**src/rtl/goertzel_pkg.sv**
```systemverilog
// ----------------------------------------------------------------------------
// goertzel_pkg: op codes, scheduler state encoding and shared counter widths.
// Rev 1.0
// ----------------------------------------------------------------------------
`default_nettype none

package goertzel_pkg;

  localparam int FRAME_CNT_W = 16;
  localparam int DROP_CNT_W  = 8;
  localparam int OP_W        = 2;
  localparam int ST_W        = 2;

  localparam logic [OP_W-1:0] OP_CLEAR = 2'd0;
  localparam logic [OP_W-1:0] OP_ITER  = 2'd1;
  localparam logic [OP_W-1:0] OP_FINAL = 2'd2;

  localparam logic [ST_W-1:0] ST_CLEAR = 2'd0;
  localparam logic [ST_W-1:0] ST_WAIT  = 2'd1;
  localparam logic [ST_W-1:0] ST_ITER  = 2'd2;
  localparam logic [ST_W-1:0] ST_FINAL = 2'd3;

endpackage

`default_nettype wire

```
**src/rtl/goertzel_ovr_mon.sv**
```systemverilog
// ----------------------------------------------------------------------------
// goertzel_ovr_mon: sticky overrun flag and saturating dropped-sample counter.
// Rev 1.0
// ----------------------------------------------------------------------------
`default_nettype none

module goertzel_ovr_mon
  import goertzel_pkg::*;
(
  input  logic                  clk,
  input  logic                  rst_n,
  input  logic                  clr,
  input  logic                  drop,
  output logic                  overrun,
  output logic [DROP_CNT_W-1:0] drop_cnt
);

  always_ff @(posedge clk or negedge rst_n) begin
    if (!rst_n) begin
      overrun  <= 1'b0;
      drop_cnt <= '0;
    end else begin
      if (clr) begin
        overrun <= 1'b0;
      end else if (drop) begin
        overrun <= 1'b1;
      end
      if (drop && (drop_cnt != {DROP_CNT_W{1'b1}})) begin
        drop_cnt <= drop_cnt + 1'b1;
      end
    end
  end

endmodule

`default_nettype wire

```
**src/rtl/goertzel_sched.sv**
```systemverilog
// ----------------------------------------------------------------------------
// goertzel_sched: frame scheduler sequencing CLEAR/ITER/FINAL ops onto one
// shared Goertzel datapath. Define GOERTZEL_SCHED_OVERRUN_EN for the drop monitor.
// Rev 1.0
// ----------------------------------------------------------------------------
`default_nettype none

module goertzel_sched
  import goertzel_pkg::*;
#(
  parameter int NUM_FREQS  = 10,
  parameter int FRAME_LEN  = 256,
  parameter int DATA_WIDTH = 16
) (
  input  logic                         clk,
  input  logic                         rst_n,
  input  logic                         en,
  input  logic                         soft_clr,
  input  logic signed [DATA_WIDTH-1:0] sample_in,
  input  logic                         sample_valid,
  output logic                         sample_ready,
  output logic                         dp_valid,
  output logic [OP_W-1:0]              dp_op,
  output logic [$clog2(NUM_FREQS)-1:0] dp_bin,
  output logic signed [DATA_WIDTH-1:0] dp_sample,
  input  logic                         res_ready,
  output logic                         frame_done,
  output logic [FRAME_CNT_W-1:0]       frame_cnt,
  output logic                         overrun,
  output logic [DROP_CNT_W-1:0]        drop_cnt
);

  localparam int BIN_W = $clog2(NUM_FREQS);
  localparam int CNT_W = $clog2(FRAME_LEN);
  localparam logic [BIN_W-1:0] LAST_BIN    = BIN_W'(NUM_FREQS - 1);
  localparam logic [CNT_W-1:0] LAST_SAMPLE = CNT_W'(FRAME_LEN - 1);

  logic [ST_W-1:0]  state, state_nxt;
  logic [BIN_W-1:0] bin, bin_nxt;
  logic [CNT_W-1:0] sample_cnt, sample_cnt_nxt;
  logic             live;
  logic             accept;
  logic             frame_end;

  // live holds every output at zero until the first clock after reset.
  always_ff @(posedge clk or negedge rst_n) begin
    if (!rst_n) begin
      state      <= ST_CLEAR;
      bin        <= '0;
      sample_cnt <= '0;
      live       <= 1'b0;
    end else begin
      state      <= state_nxt;
      bin        <= bin_nxt;
      sample_cnt <= sample_cnt_nxt;
      live       <= 1'b1;
    end
  end

  assign accept = live && (state == ST_WAIT) && en && sample_valid && !soft_clr;

  always_comb begin
    state_nxt      = state;
    bin_nxt        = bin;
    sample_cnt_nxt = sample_cnt;
    frame_end      = 1'b0;
    if (soft_clr) begin
      state_nxt      = ST_CLEAR;
      bin_nxt        = '0;
      sample_cnt_nxt = '0;
    end else if (live) begin
      case (state)
        ST_CLEAR: begin
          if (bin == LAST_BIN) begin
            state_nxt = ST_WAIT;
            bin_nxt   = '0;
          end else begin
            bin_nxt = bin + 1'b1;
          end
        end
        ST_WAIT: begin
          if (accept) begin
            state_nxt = ST_ITER;
            bin_nxt   = '0;
          end
        end
        ST_ITER: begin
          if (bin == LAST_BIN) begin
            bin_nxt = '0;
            if (sample_cnt == LAST_SAMPLE) begin
              sample_cnt_nxt = '0;
              state_nxt      = ST_FINAL;
            end else begin
              sample_cnt_nxt = sample_cnt + 1'b1;
              state_nxt      = ST_WAIT;
            end
          end else begin
            bin_nxt = bin + 1'b1;
          end
        end
        ST_FINAL: begin
          if (res_ready) begin
            if (bin == LAST_BIN) begin
              state_nxt = ST_CLEAR;
              bin_nxt   = '0;
              frame_end = 1'b1;
            end else begin
              bin_nxt = bin + 1'b1;
            end
          end
        end
        default: begin
          state_nxt = ST_CLEAR;
          bin_nxt   = '0;
        end
      endcase
    end
  end

  always_comb begin
    dp_valid     = 1'b0;
    dp_op        = OP_CLEAR;
    sample_ready = 1'b0;
    if (live) begin
      case (state)
        ST_CLEAR: dp_valid = 1'b1;
        ST_WAIT:  sample_ready = en;
        ST_ITER: begin
          dp_valid = 1'b1;
          dp_op    = OP_ITER;
        end
        ST_FINAL: begin
          dp_valid = res_ready;
          dp_op    = OP_FINAL;
        end
        default: dp_valid = 1'b0;
      endcase
    end
  end

  assign dp_bin = bin;

  always_ff @(posedge clk or negedge rst_n) begin
    if (!rst_n) begin
      dp_sample  <= '0;
      frame_done <= 1'b0;
      frame_cnt  <= '0;
    end else begin
      frame_done <= frame_end;
      if (frame_end) begin
        frame_cnt <= frame_cnt + 1'b1;
      end
      if (accept) begin
        dp_sample <= sample_in;
      end
    end
  end

`ifdef GOERTZEL_SCHED_OVERRUN_EN
  logic drop;
  assign drop = sample_valid && !(live && (state == ST_WAIT) && en);

  goertzel_ovr_mon u_ovr_mon (
    .clk      (clk),
    .rst_n    (rst_n),
    .clr      (soft_clr),
    .drop     (drop),
    .overrun  (overrun),
    .drop_cnt (drop_cnt)
  );
`else
  assign overrun  = 1'b0;
  assign drop_cnt = '0;
`endif

endmodule

`default_nettype wire

```
**config.mk**
```make
export PLATFORM = sky130hd
export DESIGN_NAME = goertzel_sched
export DESIGN_NICKNAME = d
export VERILOG_FILES = /design/src/rtl/goertzel_pkg.sv /design/src/rtl/goertzel_ovr_mon.sv /design/src/rtl/goertzel_sched.sv
export SDC_FILE = /design/constraint.sdc
export NUM_CORES = 1
export LEC_CHECK = 0
export BUFFER_PORTS_ARGS = -buffer_cell sky130_fd_sc_hd__buf_2
export CORE_UTILIZATION = 40
export DETAILED_ROUTE_END_ITERATION = 8
export GPL_TIMING_DRIVEN = 0
export SYNTH_ARGS = -nofsm -noshare
export SYNTH_HDL_FRONTEND = slang
export SYNTH_SLANG_ARGS = --single-unit
```
**constraint.sdc**
```tcl
create_clock -name clk -period 2.29 [get_ports clk]
set_input_delay 0.1145 -clock clk [delete_from_list [all_inputs] [get_ports clk]]
set_output_delay 0.1145 -clock clk [all_outputs]
set_load 0.02 [all_outputs]
```
==> results.yml <==
placed_design:
  dpl_cell_area_um2: 2770
  portBuffers: 62
  dpl.hpwl_mm: 3.278
  dp.cells: 340
  gp_congestion: 0.7640
global_routing:
  grt_pass1_vias: 1463
  antenna_found_initial: 0
  grt_max_degree: 49
  grt_usage_pct: 15.20
  grt_pass1_wl_mm: 7.127
  grt_overflow_total: 0
min_path:
  hold_class: "input port to asynchronous set/reset pin"
power_and_ir_drop:
  power_leakage_nw: 1.417
  ir_drop_uv: 439.4
  cellPowerDensity_nw_per_um2: 822.0
sta:
  max-slew-margin-rel_pct: 30.92
  finalHoldViolations: 8
  fin_crit_ns: 1.969
  worstMarginPinSlew_ns: 1.036
  whs_ns: -0.01807
  period_share_pct: 85.98
  slew_viol_final: 0
  setup_viol: 0
  setup_tns_ns: 0
  rsz0062_at_grt: "no"
  clock_skew_ns: 0.003750
  max_clock_freq_mhz: 507.9
clock_tree:
  cts.path.max_buffers: 2
  clock_sinks: 48
  htreeDepth: 2
  path_clk_slew_ns: 0.08
  cts_tree: "yes"
  numCtsBuffers: 5
  cts_setup_buffers: 0
  clk_latency_ns: 0.29
  cts_resized: 0
  clockRootBuffer: "clkbuf_8"
  holdBufCountCts: 0
critical_path:
  crit_path_end_kind: "flip-flop"
  worstPathMaxFanout: 9
  startpoint_type: "flip-flop"
  critPathKind: "flip-flop to flip-flop"
  ff2ff_path_depth: 5
  worstPathArrival_ns: 2.12
  crit_required_ns: 2.45
final_layout:
  antenna_cells: 0
  fin_util_pct: 51.38
  n_fill_cell: 523
  syn2layout_area_growth_pct: 22.41
  nets: 301
  fin_cells: 348
  drive_gt1_share_pct: 38.41
  design_area_um2: 2864
yosys:
  synth-seq-cells: 48
  syn_area_um2: 2340
  yosys_warnings: 0
  syn_inst: 198
  syn_area_per_cell_um2: 11.82
  ys_types: 43
  synth_seq_area_share_pct: 51.34
status:
  violations: "negative hold slack"
  outcome: "complete, but fails checks"
route:
  routed_via_density: 4.845
  antenna_left: 0
  detail_route.iter0.violations: 61
  routed_wl_mm: 4.481
  vias: 1686
  remaining_drc_errors: 0
  first_pass_iters: 4
  wl_per_cell_um: 12.88
floorplan:
  die_x_um: 78.48
  core_um2: 5574
  ios: 72
  start_util_pct: 41.98
  die_h_um: 78.48
  num_rows: 27
  fp.dieArea_um2: 6159
run:
  cap_violations: 0
-- layout make-up --
type                    instances  area [um^2]  area share (%)
plain buffers                  12        102.6           3.582
clock buffers                   7        86.33           3.014
clock inverters                 1        7.507          0.2621
inverters                       8        30.03           1.048
multi-input cells             138         1036           36.17
flip-flops and latches         48         1201           41.94
well taps                      72        90.09           3.145
repair buffers                 62        310.3           10.83
-- through the flow --
step                total power, mW  worst slack [ns]
finish                        2.354            0.3211
global route                  2.502            0.1998
CTS                           2.389            0.3130
detailed placement            1.866            0.3319
global placement              1.852            0.3020
floorplan                     1.622            0.5153
-- where the power goes --
group	switching [mW]	leakage [nW]	internal, mW
combinational	0.399	0.738	0.342
clock	0.264	0.0445	0.245
sequential	0.0984	0.634	1.01
-- synthesized netlist by cell type --
cell type  count  area (um^2)
inv_1          7        26.28
a31o_2         1        8.760
xor2_1         3        26.28
o2bb2ai_1      2        17.52
nor4_4         2        42.54
nor2b_1        1        6.260
xnor2_1       16        140.1
ha_1           4        50.05
or4_1          1        7.510
nand2b_1       2        12.51
and3b_1        1        8.760
inv_2          1        3.750
a22o_1         1        8.760
nand3b_1       2        15.01
o22ai_1        1        6.260
or2_2          1        6.260
nand4b_1       1        8.760
nand4_1        6        37.54
and4_1         1        8.760
nand3b_2       1        11.26
nand2_1       12        45.04
o31ai_1        2        15.01
dfrtp_1       48         1201
a32oi_1        1        8.760
or3_1          3        18.77
and3_1         3        18.77
nor3_1         5        25.02
nor4_1         3        18.77
nand3_1       12        60.06
mux2_2         9        101.4
a21boi_2       2        22.52
nor2_1         8        30.03
a21oi_1        5        25.02
conb_1         2        7.510
buf_6          1        11.26
o21ai_0        3        15.01
mux2i_1        2        20.02
buf_12         1        20.02
mux2_4         9        135.1
buf_4          9        67.56
clkbuf_1       1        3.750
and2b_1        1        7.510
o41ai_1        1        8.760
-- path summary, 6_finish.rpt --
| path | to | slack [ns] | startpoint |
|---|---|---|---|
| max | sample_cnt[7] | 0.32 | dp_bin[1] |
| min | sample_cnt[2] | -0.02 | rst_n |
| max reg2reg | sample_cnt[7] | 0.32 | dp_bin[1] |
| min reg2reg | frame_cnt[15] | 0.46 | frame_cnt[15] |
| max in group asynchronous | dp_bin[0] | 1.65 | rst_n |
| min in group clk | dp_sample[1] | 0.05 | sample_in[1] |
-- cell families after synthesis --
logic type | share of synthesized area, %
adders and majority gates | 2.139
buffers and inverters | 5.668
DFF | 51.34
xor gates and xnor gates | 7.112
AOI/OAI and AO/OA | 5.829
and+or+nand+nor | 16.63
other | 0.3210
muxes | 10.96
-- metal layers --
metal  GRT usage, %  vias to the layer above  wire length, um
met5              0                        -                0
met4          6.667                        0               74
met3          3.721                        4              228
met2          25.35                       51             2108
met1          18.62                      792             2069
li1               -                      839                -
-- cell usage in the layout (no fill, tap or decap), types with 2 or more instances in the layout --
cell and n:
nor3_1 5, buf_4 9, nand3b_1 2, inv_1 7, nor4_4 2, xor2_1 3
nor2_1 8, nand2b_1 2, o31ai_1 2, and3_1 3, clkbuf_8 6, conb_1 10
dfrtp_1 48, clkbuf_1 2, nand3_1 12, ha_1 4, o21ai_0 3, mux2_2 9
mux2i_1 2, o2bb2ai_1 2, or3_1 3, buf_2 62, a21oi_1 5, a21boi_2 2
nand4_1 6, nor4_1 3, nand2_1 12, xnor2_1 16, mux2_4 9
-- critical path: stages (launching register included) --
cell and delay, ns:
dfrtp_1 0.43, inv_1 0.07, ha_1 0.17, nand3b_2 0.23, o41ai_1 0.77, o31ai_1 0.16
-- sequential cells by signal, indices dropped and copies added, names as in the netlist --
| register | cells |
|---|---|
| dp_sample | 16 |
| frame_cnt | 16 |
| sample_cnt | 8 |
| dp_bin | 4 |
| state | 2 |
| frame_done | 1 |
| live | 1 |
Note: power is estimated with default switching activity, not from simulation.
